## config.mk

```make
export PLATFORM = sky130hd
export DESIGN_NAME = seq_serializer
export DESIGN_NICKNAME = d
export VERILOG_FILES = /design/src/rtl/seq_serializer.sv
export SDC_FILE = /design/constraint.sdc
export NUM_CORES = 1
export LEC_CHECK = 0
export ABC_AREA = 1
export CORE_AREA = 2 2 39 41
export DETAILED_ROUTE_END_ITERATION = 10
export DIE_AREA = 0 0 41 43
export SYNTH_ARGS = -nofsm -noshare
export SYNTH_HDL_FRONTEND = slang
export SYNTH_SLANG_ARGS = --single-unit
```

## constraint.sdc

```tcl
create_clock -name clk -period 1.3 [get_ports clk]
set_clock_uncertainty 0.2 [all_clocks]
set_input_delay 0.39 -clock clk [delete_from_list [all_inputs] [get_ports clk]]
set_output_delay 0.39 -clock clk [all_outputs]
set_load 0.02 [all_outputs]
```

## src/rtl/seq_serializer.sv

```systemverilog
`default_nettype none
// seq_serializer: accepts a WIDTH-bit word on load/ready and shifts it out one bit per clock
// with bit_valid/last framing and a one-cycle done pulse. Optional parity bit: SEQ_SER_PARITY_EN.
module seq_serializer #(
  parameter int WIDTH      = 3,
  parameter bit MSB_FIRST  = 1'b1,
  parameter bit ODD_PARITY = 1'b0
) (
  input  logic             clk,
  input  logic             reset,
  input  logic             load,
  input  logic [WIDTH-1:0] data_in,
  output logic             ready,
  output logic             bit_out,
  output logic             bit_valid,
  output logic             last,
  output logic             done
);

  localparam int            CW       = $clog2(WIDTH) + 1;
  localparam logic [CW-1:0] LAST_IDX = CW'(WIDTH - 1);
  // Bit 1 selects shift direction, bit 0 is the appended-parity sense.
  localparam logic [1:0]    CFG      = {MSB_FIRST, ODD_PARITY};

`ifdef SEQ_SER_PARITY_EN
  typedef enum logic [1:0] {
    S_IDLE  = 2'd0,
    S_SHIFT = 2'd1,
    S_PAR   = 2'd2,
    S_DONE  = 2'd3
  } state_t;
`else
  typedef enum logic [1:0] {
    S_IDLE  = 2'd0,
    S_SHIFT = 2'd1,
    S_DONE  = 2'd3
  } state_t;
`endif

  state_t           state_q, state_d;
  logic [WIDTH-1:0] shreg_q, shreg_d;
  logic [CW-1:0]    count_q, count_d;
`ifdef SEQ_SER_PARITY_EN
  logic             acc_q, acc_d;
`endif

  logic shift_head;
  assign shift_head = CFG[1] ? shreg_q[WIDTH-1] : shreg_q[0];

  always_ff @(posedge clk or negedge reset) begin
    if (!reset) begin
      state_q <= S_IDLE;
      shreg_q <= '0;
      count_q <= '0;
`ifdef SEQ_SER_PARITY_EN
      acc_q   <= 1'b0;
`endif
    end else begin
      state_q <= state_d;
      shreg_q <= shreg_d;
      count_q <= count_d;
`ifdef SEQ_SER_PARITY_EN
      acc_q   <= acc_d;
`endif
    end
  end

  // Outputs depend on state_q and datapath registers only; load/data_in affect next state alone.
  always_comb begin
    state_d   = state_q;
    shreg_d   = shreg_q;
    count_d   = count_q;
`ifdef SEQ_SER_PARITY_EN
    acc_d     = acc_q;
`endif
    ready     = 1'b0;
    bit_out   = 1'b0;
    bit_valid = 1'b0;
    last      = 1'b0;
    done      = 1'b0;

    case (state_q)
      S_IDLE: begin
        ready = 1'b1;
        if (load) begin
          state_d = S_SHIFT;
          shreg_d = data_in;
          count_d = '0;
`ifdef SEQ_SER_PARITY_EN
          acc_d   = 1'b0;
`endif
        end
      end

      S_SHIFT: begin
        bit_valid = 1'b1;
        bit_out   = shift_head;
        shreg_d   = CFG[1] ? (shreg_q << 1) : (shreg_q >> 1);
        count_d   = count_q + CW'(1);
`ifdef SEQ_SER_PARITY_EN
        acc_d     = acc_q ^ shift_head;
        if (count_q == LAST_IDX) begin
          state_d = S_PAR;
        end
`else
        if (count_q == LAST_IDX) begin
          last    = 1'b1;
          state_d = S_DONE;
        end
`endif
      end

`ifdef SEQ_SER_PARITY_EN
      S_PAR: begin
        bit_valid = 1'b1;
        bit_out   = acc_q ^ CFG[0];
        last      = 1'b1;
        state_d   = S_DONE;
      end
`endif

      S_DONE: begin
        done    = 1'b1;
        state_d = S_IDLE;
      end

      default: begin
        state_d = S_IDLE;
      end
    endcase
  end

endmodule
`default_nettype wire

```

==> impl_results.html, run 1 <==
<table>
<tr><th>Metric</th><th>Value</th></tr>
<tr><th colspan="2">Status</th></tr>
<tr><td>Run status</td><td>finished, violations left</td></tr>
<tr><td>Failing checks</td><td>setup timing</td></tr>
<tr><th colspan="2">Placed design</th></tr>
<tr><td>Dpl ws</td><td>-0.6038 ns</td></tr>
<tr><td>Count of buffers inserted at the top-level ports</td><td>10</td></tr>
<tr><td>Half-perimeter wire length after detailed placement</td><td>712.4 um</td></tr>
<tr><td>Placed cell count</td><td>82</td></tr>
<tr><td>Routability Congestion</td><td>0.6078</td></tr>
<tr><th colspan="2">Power and ir drop</th></tr>
<tr><td>Clock share of power</td><td>11.3%</td></tr>
<tr><td>Internal power</td><td>roughly 1 mW</td></tr>
<tr><td>Peak ir drop on the vdd network</td><td>1.043 mV</td></tr>
<tr><td>Pwr dens</td><td>2541 nW/um^2</td></tr>
<tr><td>Proportion of total power due to net switching</td><td>42.23%</td></tr>
<tr><td>Net Sw Power</td><td>roughly 0.74 mW</td></tr>
<tr><td>Relative contribution of combinational cells to total power</td><td>63.7%</td></tr>
<tr><td>Sequential cell fraction of total power</td><td>25.1%</td></tr>
<tr><td>Static power due to leakage</td><td>0.3574 nW</td></tr>
<tr><th colspan="2">Layout</th></tr>
<tr><td>Ratio of cells with drive above 1 in the final layout</td><td>47.22%</td></tr>
<tr><td>Fin cells</td><td>88</td></tr>
<tr><td>Core utilization of the finished layout</td><td>50.18%</td></tr>
<tr><td>Post-layout nets</td><td>between 80 and 90</td></tr>
<tr><td>Diode insertion count for antenna repair</td><td>0</td></tr>
<tr><td>Layout fillers</td><td>140</td></tr>
<tr><td>Post-synthesis to final-layout area growth</td><td>70.25%</td></tr>
<tr><th colspan="2">GRT</th></tr>
<tr><td>Largest net degree at the start of global routing</td><td>9</td></tr>
<tr><td>Global router's overall resource usage</td><td>13.78%</td></tr>
<tr><td>Vias in the first global route</td><td>380</td></tr>
<tr><td>Overflow left after global routing</td><td>0</td></tr>
<tr><td>First-pass GRT wire length</td><td>1483 um</td></tr>
<tr><td>Antenna violations before repair</td><td>0</td></tr>
<tr><th colspan="2">Routing</th></tr>
<tr><td>Drt first-iter violations</td><td>4</td></tr>
<tr><td>Total length of routed wires</td><td>969 um</td></tr>
<tr><td>Pre-Repair DR Iteration Count</td><td>4</td></tr>
<tr><td>Total DRC errors in the routed layout</td><td>0</td></tr>
<tr><td>Per-cell via count in the routed design</td><td>4.557</td></tr>
<tr><td>Antenna-violating nets left</td><td>0</td></tr>
<tr><td>Via count of the routed design</td><td>roughly 400</td></tr>
<tr><td>Post-DR wirelength/cell</td><td>11.01 um</td></tr>
<tr><th colspan="2">Timing</th></tr>
<tr><td>Max Fclk</td><td>592.5 MHz</td></tr>
<tr><td>Hold Fails Final Rpt</td><td>0</td></tr>
<tr><td>Post-Route Setup TNS</td><td>-1.636 ns</td></tr>
<tr><td>Final min period</td><td>1.688 ns</td></tr>
<tr><td>Hold Slack</td><td>0.2434 ns</td></tr>
<tr><td>Period utilization</td><td>129.8%</td></tr>
<tr><td>Final critical-path setup slack</td><td>-0.3879 ns</td></tr>
<tr><td>Number of endpoints failing setup at the final stage</td><td>5</td></tr>
<tr><td>Normalized max-slew margin</td><td>84.07%</td></tr>
<tr><td>Transition time at the pin with the least slew margin</td><td>0.2389 ns</td></tr>
<tr><td>Final number of max-transition violations</td><td>0</td></tr>
<tr><td>Setup repair after global routing missed its margin</td><td>yes</td></tr>
<tr><th colspan="2">Clock network</th></tr>
<tr><td>Hold buffers post-CTS</td><td>0</td></tr>
<tr><td>Maximum clock path buffer count</td><td>2</td></tr>
<tr><td>Clock H-tree levels</td><td>1</td></tr>
<tr><td>Clock sink count</td><td>8</td></tr>
<tr><td>Clock input transition at the sequential cells of the worst setup and hold paths</td><td>0.06 ns</td></tr>
<tr><td>CTS tree</td><td>built</td></tr>
<tr><td>Later-pin clock latency in the skew report</td><td>0.26 ns</td></tr>
<tr><td>Cell at the root of the clock tree</td><td>sky130_fd_sc_hd__clkbuf_4</td></tr>
<tr><td>Cts bufs inserted</td><td>3</td></tr>
<tr><th colspan="2">Logic synthesis</th></tr>
<tr><td>Number of nets in the synthesized netlist</td><td>55</td></tr>
<tr><td>Mapped Cells</td><td>47</td></tr>
<tr><td>Per-instance average area after synthesis</td><td>between 8 and 9 um^2</td></tr>
<tr><td>Number of distinct standard cells referenced by the synthesized netlist</td><td>13</td></tr>
<tr><td>Netlist area before placement</td><td>407.9 um^2</td></tr>
<tr><td>Post-synthesis register bit count</td><td>8</td></tr>
<tr><td>Sequential area share after synthesis</td><td>49.08%</td></tr>
<tr><td>Warnings from Yosys</td><td>0</td></tr>
<tr><th colspan="2">Floorplanning</th></tr>
<tr><td>Overall die area</td><td>1763 um^2</td></tr>
<tr><td>Overall die width</td><td>41 um</td></tr>
<tr><td>Vertical extent of the die</td><td>43 um</td></tr>
<tr><td>Total I/O pin count</td><td>11</td></tr>
<tr><td>Effective utilization at floorplan</td><td>29.48%</td></tr>
<tr><td>Placement row count</td><td>14</td></tr>
<tr><td>Total core area</td><td>between 1000 and 1500 um^2</td></tr>
<tr><th colspan="2">Setup path</th></tr>
<tr><td>Critical Path Source</td><td>state_q[0]$_DFFE_PN0P_</td></tr>
<tr><td>Worst setup path class</td><td>flop to primary output</td></tr>
<tr><td>Data required, critical path</td><td>0.71 ns</td></tr>
<tr><td>Most repeated library cell on the critical path</td><td>sky130_fd_sc_hd__buf_4</td></tr>
<tr><td>Data arrival time at the worst-slack endpoint</td><td>between 1 and 1.5 ns</td></tr>
<tr><td>CP Max Fanout</td><td>5</td></tr>
<tr><td>Element type at the critical path start</td><td>flop</td></tr>
<tr><td>Kind of capture point of the worst setup path</td><td>primary output</td></tr>
<tr><td>Delay of the slowest critical-path stage</td><td>0.45 ns</td></tr>
<tr><td>Cell with the biggest individual delay on the critical path</td><td>sky130_fd_sc_hd__dfrtp_2</td></tr>
<tr><td>Critical R2R Launch</td><td>count_q[1]$_DFFE_PN0P_</td></tr>
<tr><td>Critical path cell sequence</td><td>buf_4 &gt; inv_4 &gt; nor2_4 &gt; buf_4</td></tr>
<tr><th colspan="2">Hold path</th></tr>
<tr><td>Kind of path behind the tightest hold check</td><td>input port to asynchronous set/reset pin</td></tr>
<tr><th colspan="2">Job</th></tr>
<tr><td>Max Cap Violations</td><td>0</td></tr>
</table>
==> final cells by class <==
class | instances | area, um^2 | area share (%)
sequential | 8 | 201.4 | 29.01
inverter | 7 | 28.78 | 4.144
multi-input combinational | 32 | 221.5 | 31.89
clock buffer | 3 | 22.52 | 3.243
tap | 16 | 20.02 | 2.883
timing repair buffer | 22 | 200.2 | 28.83
==> cells by family after synthesis <==
kind of cell             Yosys count  synth area share [%]
AO/OA/AOI/OAI                      4                 7.669
adder cells (fa/ha/maj)            2                 6.134
buffers and inverters              7                 6.443
flip-flops                         8                 49.08
AND/OR/NAND/NOR                   26                 30.67
==> layer usage <==
metal  track usage [%]  up-vias  part of all wire, %  routed length (um)
met5                 0        -                    0                   0
met4             10.00        0                  3.0                  29
met3             7.853        4                  6.4                  62
met2             20.94        9                   50                 485
met1             12.91      188                   40                 392
li1                  -      200                    -                   -
==> cells in the mapped netlist <==
cell / n / area (um^2)
sky130_fd_sc_hd__o21ai_2: 3 / 26.28
sky130_fd_sc_hd__inv_1: 5 / 18.77
sky130_fd_sc_hd__nand2_1: 13 / 48.80
sky130_fd_sc_hd__nor2_4: 1 / 11.26
sky130_fd_sc_hd__ha_1: 2 / 25.02
sky130_fd_sc_hd__inv_2: 2 / 7.510
sky130_fd_sc_hd__nor2_1: 4 / 15.01
sky130_fd_sc_hd__o21ai_1: 1 / 5.000
sky130_fd_sc_hd__nand2_4: 1 / 11.26
sky130_fd_sc_hd__nand4_1: 2 / 12.51
sky130_fd_sc_hd__nand3_1: 4 / 20.02
sky130_fd_sc_hd__dfrtp_1: 8 / 200.2
sky130_fd_sc_hd__nand2_2: 1 / 6.260
==> critical path: cells and delay by family, from the launching register on <==
kind / cells / cell delay, ns
AND/OR/NAND/NOR: 1 / 0.03
buffers and inverters: 3 / 0.36
flip-flops: 1 / 0.45
==> per-stage QoR <==
stage | area (um^2) | power, mW
after floorplan | 447.9 | 1.049
after global placement | 648.1 | 1.482
after detailed placement | 648.1 | 1.501
after CTS | 686.9 | 1.755
after global routing | 694.4 | 1.886
final | 694.4 | 1.764
==> power by group through the flow <==
| stage | Combinational, mW | Clock, mW | Sequential [mW] |
|---|---|---|---|
| 4_1_cts | 1.11 | 0.208 | 0.440 |
| 3_5_place_dp | 1.05 | 0 | 0.446 |
| 2_1_floorplan | 0.606 | 0 | 0.443 |
| 5_1_grt | 1.21 | 0.220 | 0.452 |
| 6_report | 1.12 | 0.199 | 0.442 |
| 3_3_place_gp | 1.04 | 0 | 0.443 |
==> cell usage in the layout (no fill, tap or decap), drive strengths merged <==
cell / instances
nor2: 5
nand2: 15
clkbuf: 3
dfrtp: 8
ha: 2
buf: 17
inv: 7
nand4: 2
o21ai: 4
nand3: 4
clkdlybuf4s50: 4
dlygate4sd2: 1
==> path summary, 6_finish.rpt <==
kind / to / slack [ns] / cells past startpoint
min in group clk: shreg_q[0]$_DFFE_PN0P_ / 0.27 / 2
setup / recovery: bit_valid / -0.39 / 4
setup reg to reg: count_q[2]$_DFFE_PN0P_ / 0.02 / 6
hold reg to reg: shreg_q[0]$_DFFE_PN0P_ / 0.27 / 2
hold / removal: shreg_q[2]$_DFFE_PN0P_ / 0.24 / 2
max in group asynchronous: state_q[0]$_DFFE_PN0P_ / 0.55 / 2
==> flip-flops by register name, indices dropped and copies added, names as in the netlist <==
signal / count
count_q: 3
shreg_q: 3
state_q: 2
==> what timing repair did <==
item                       4_1_cts  5_1_grt
setup endpoints to repair        6        7
buffers inserted                 2        1
gates resized for setup         31        0
pin swaps                        4        2
gates cloned                     0        0
No activity file was read; power rests on OpenSTA's default activity.
==> run 2, diff against run 1 <==
==> constraint.sdc (replaced) <==
create_clock -name clk -period 2.2 [get_ports clk]
set_clock_uncertainty 0.2 [all_clocks]
set_input_delay 0.66 -clock clk [delete_from_list [all_inputs] [get_ports clk]]
set_output_delay 0.66 -clock clk [all_outputs]
set_load 0.02 [all_outputs]
==> impl_results.html, run 2 (same netlist as run 1, synthesis figures left out) <==
<table>
<tr><th>Metric</th><th>Value</th></tr>
<tr><th colspan="2">Clock network</th></tr>
<tr><td>Clock sink count</td><td>8 (unchanged)</td></tr>
<tr><td>Hold buffers post-CTS</td><td>0 (unchanged)</td></tr>
<tr><td>CTS tree</td><td>built</td></tr>
<tr><td>Clock input transition at the sequential cells of the worst setup and hold paths</td><td>0.06 ns (about the same)</td></tr>
<tr><td>Clock H-tree levels</td><td>1 (unchanged)</td></tr>
<tr><td>Cts bufs inserted</td><td>3 (unchanged)</td></tr>
<tr><td>Later-pin clock latency in the skew report</td><td>0.25 ns (about the same)</td></tr>
<tr><td>Maximum clock path buffer count</td><td>2 (unchanged)</td></tr>
<tr><td>Cell at the root of the clock tree</td><td>sky130_fd_sc_hd__clkbuf_4</td></tr>
<tr><th colspan="2">Routing</th></tr>
<tr><td>Via count of the routed design</td><td>353 (-12%)</td></tr>
<tr><td>Drt first-iter violations</td><td>9 (+5)</td></tr>
<tr><td>Total DRC errors in the routed layout</td><td>0 (unchanged)</td></tr>
<tr><td>Total length of routed wires</td><td>855 um (-12%)</td></tr>
<tr><td>Per-cell via count in the routed design</td><td>4.305 (-5.5%)</td></tr>
<tr><td>Antenna-violating nets left</td><td>0 (unchanged)</td></tr>
<tr><td>Pre-Repair DR Iteration Count</td><td>4 (unchanged)</td></tr>
<tr><td>Post-DR wirelength/cell</td><td>10.43 um (-5.3%)</td></tr>
<tr><th colspan="2">Layout</th></tr>
<tr><td>Ratio of cells with drive above 1 in the final layout</td><td>30.30% (-17 points)</td></tr>
<tr><td>FF/Latch Area</td><td>201.4 um^2 (unchanged)</td></tr>
<tr><td>Leading cell type in the layout, fill and taps excluded</td><td>sky130_fd_sc_hd__nand2_1</td></tr>
<tr><td>Layout fillers</td><td>149 (+6.4%)</td></tr>
<tr><td>Registers with the most flip-flops</td><td>count_q: 3 flops, shreg_q: 3 flops, state_q: 2 flops</td></tr>
<tr><td>Post-synthesis to final-layout area growth</td><td>42.94%</td></tr>
<tr><td>Combined area of the multi-input logic cells</td><td>181.4 um^2 (-18%)</td></tr>
<tr><td>Post-Layout Inst Area</td><td>583.1 um^2 (-16%)</td></tr>
<tr><td>Fin cells</td><td>82 (-6.8%)</td></tr>
<tr><td>Commonest non-fill, non-tap cells in the layout</td><td>sky130_fd_sc_hd__nand2_1 (13), sky130_fd_sc_hd__dfrtp_1 (7), sky130_fd_sc_hd__buf_4 (6)</td></tr>
<tr><td>Diode insertion count for antenna repair</td><td>0 (unchanged)</td></tr>
<tr><td>Post-layout nets</td><td>76 (-7.3%)</td></tr>
<tr><th colspan="2">Setup path</th></tr>
<tr><td>R2r endpoint</td><td>shreg_q[1]$_DFFE_PN0P_</td></tr>
<tr><td>Kind of capture point of the worst setup path</td><td>primary output</td></tr>
<tr><td>Data required, critical path</td><td>1.34 ns (+0.63 ns)</td></tr>
<tr><td>Worst setup path class</td><td>flop to primary output</td></tr>
<tr><td>CP Max Fanout</td><td>3 (-2)</td></tr>
<tr><td>Setup slack on the worst flop-to-flop path</td><td>0.97 ns (+0.95 ns)</td></tr>
<tr><td>Element type at the critical path start</td><td>flop</td></tr>
<tr><td>Critical R2R Launch</td><td>state_q[1]$_DFFE_PN0P_</td></tr>
<tr><td>Data arrival time at the worst-slack endpoint</td><td>1.27 ns (+0.17 ns)</td></tr>
<tr><td>R2r worst-path depth</td><td>6 (unchanged)</td></tr>
<tr><th colspan="2">Placed design</th></tr>
<tr><td>Placed cell count</td><td>77 (-6.1%)</td></tr>
<tr><td>Post-DP Area</td><td>558.0 um^2 (-14%)</td></tr>
<tr><td>Half-perimeter wire length after detailed placement</td><td>645.8 um (-9.3%)</td></tr>
<tr><td>Routability Congestion</td><td>0.7276 (+20%)</td></tr>
<tr><td>Count of buffers inserted at the top-level ports</td><td>10 (unchanged)</td></tr>
<tr><th colspan="2">Power and ir drop</th></tr>
<tr><td>Pwr dens</td><td>1469 nW/um^2 (-42%)</td></tr>
<tr><td>Peak ir drop on the vdd network</td><td>0.4226 mV (-59%)</td></tr>
<tr><td>Net Sw Power</td><td>0.3703 mW (-50%)</td></tr>
<tr><td>Relative contribution of combinational cells to total power</td><td>56.7% (-7.0 points)</td></tr>
<tr><td>Sum of internal, switching and leakage power</td><td>0.8565 mW (-51%)</td></tr>
<tr><td>Sequential cell fraction of total power</td><td>29.6% (+4.5 points)</td></tr>
<tr><td>Clock share of power</td><td>13.7% (+2.4 points)</td></tr>
<tr><td>Proportion of total power due to net switching</td><td>43.24% (+1.0 points)</td></tr>
<tr><td>Static power due to leakage</td><td>0.3172 nW (-11%)</td></tr>
<tr><td>Internal power</td><td>0.4861 mW (-52%)</td></tr>
<tr><th colspan="2">Floorplanning</th></tr>
<tr><td>Overall die width</td><td>41 um (unchanged)</td></tr>
<tr><td>Vertical extent of the die</td><td>43 um (unchanged)</td></tr>
<tr><td>Effective utilization at floorplan</td><td>29.48% (unchanged)</td></tr>
<tr><td>Total core area</td><td>1384 um^2 (unchanged)</td></tr>
<tr><td>Total I/O pin count</td><td>11 (unchanged)</td></tr>
<tr><td>Overall die area</td><td>1763 um^2 (unchanged)</td></tr>
<tr><td>Placement row count</td><td>14 (unchanged)</td></tr>
<tr><th colspan="2">Timing</th></tr>
<tr><td>Transition time at the pin with the least slew margin</td><td>0.3810 ns (+0.1422 ns)</td></tr>
<tr><td>Hold Slack</td><td>0.2750 ns (+0.03156 ns)</td></tr>
<tr><td>Normalized max-slew margin</td><td>74.52% (-9.6 points)</td></tr>
<tr><td>Post-Route Setup TNS</td><td>0 ns (+1.636 ns)</td></tr>
<tr><td>Final number of max-transition violations</td><td>0 (unchanged)</td></tr>
<tr><td>Setup repair after global routing missed its margin</td><td>no</td></tr>
<tr><td>Hold Fails Final Rpt</td><td>0 (unchanged)</td></tr>
<tr><td>Number of endpoints failing setup at the final stage</td><td>0 (-5)</td></tr>
<tr><td>Max Fclk</td><td>468.6 MHz</td></tr>
<tr><td>Final min period</td><td>2.134 ns</td></tr>
<tr><td>Period utilization</td><td>96.99%</td></tr>
<tr><th colspan="2">Hold path</th></tr>
<tr><td>Hold Crit Endpoint</td><td>shreg_q[0]$_DFFE_PN0P_</td></tr>
<tr><td>Hold path startpoint</td><td>shreg_q[0]$_DFFE_PN0P_</td></tr>
<tr><td>Cell depth of the worst hold path</td><td>2</td></tr>
<tr><td>Kind of path behind the tightest hold check</td><td>flop to flop</td></tr>
<tr><th colspan="2">GRT</th></tr>
<tr><td>Overflow left after global routing</td><td>0 (unchanged)</td></tr>
<tr><td>Vias in the first global route</td><td>331 (-13%)</td></tr>
<tr><td>Global router's overall resource usage</td><td>12.94% (-0.84 points)</td></tr>
<tr><td>First-pass GRT wire length</td><td>1455 um (-1.9%)</td></tr>
<tr><td>Antenna violations before repair</td><td>0 (unchanged)</td></tr>
<tr><td>Largest net degree at the start of global routing</td><td>9 (unchanged)</td></tr>
<tr><th colspan="2">Job</th></tr>
<tr><td>Max Cap Violations</td><td>0 (unchanged)</td></tr>
<tr><th colspan="2">Status</th></tr>
<tr><td>Run status</td><td>finished clean</td></tr>
</table>
## run 2: changes by cell type in the layout (fill, tap and decap cells not counted), moves of 2 or more
cell,change
sky130_fd_sc_hd__buf_4,-7
sky130_fd_sc_hd__buf_6,-3
sky130_fd_sc_hd__clkbuf_2,+2
sky130_fd_sc_hd__dlygate4sd2_1,+2
sky130_fd_sc_hd__nand2_4,-2
sky130_fd_sc_hd__nor2_1,+2
sky130_fd_sc_hd__nor2_4,-2
## run 2: what timing repair did
action                                  CTS  global route
buffers inserted                          2             0
gates resized for setup                   7             3
endpoints found under the setup margin    5             2
cloned                                    0             0
## run 2: routing by layer
layer	routed length (um)	part of all wire (%)	GRT usage, %
met3	23	2.7	3.141
met4	14	1.6	10.00
met1	403	47	17.11
met5	0	0	0
met2	413	48	17.19
## run 2: final cells by class
type,count,share of cell area [%]
flip-flops and latches,8,34.55
multi-input cells,32,31.12
repair buffers,16,22.53
inverters,7,4.506
clock buffers,3,3.863
well taps,16,3.433
## run 2: stage by stage
step / util (%) / setup slack [ns]
floorplan: - / 0.3979
global placement: 40.33 / 0.03669
detailed placement: 40.33 / 0.003298
CTS: 42.77 / 0.02144
global route: 42.13 / 0.004242
finish: 42.13 / 0.06616
## run 2: worst max-delay path: stages, from the launching register on
cell	delay (ns)
sky130_fd_sc_hd__dfrtp_1	0.39
sky130_fd_sc_hd__buf_4	0.15
sky130_fd_sc_hd__nor2_1	0.13
sky130_fd_sc_hd__dlygate4sd2_1	0.35
## run 2: worst max path at each step
stage / from / depth (start not counted) / end
after floorplan: count_q[0]$_DFFE_PN0P_ / 4 / last
after global placement: count_q[0]$_DFFE_PN0P_ / 5 / last
after detailed placement: count_q[0]$_DFFE_PN0P_ / 5 / last
after CTS: count_q[0]$_DFFE_PN0P_ / 5 / last
after global routing: state_q[1]$_DFFE_PN0P_ / 3 / ready
final: state_q[1]$_DFFE_PN0P_ / 3 / ready
## run 2: power groups by stage
stage	Combinational, mW	Clock, mW	Sequential [mW]
2_1_floorplan	0.290	0	0.253
3_3_place_gp	0.487	0	0.261
3_5_place_dp	0.492	0	0.263
4_1_cts	0.496	0.123	0.254
5_1_grt	0.544	0.130	0.264
6_report	0.485	0.117	0.254
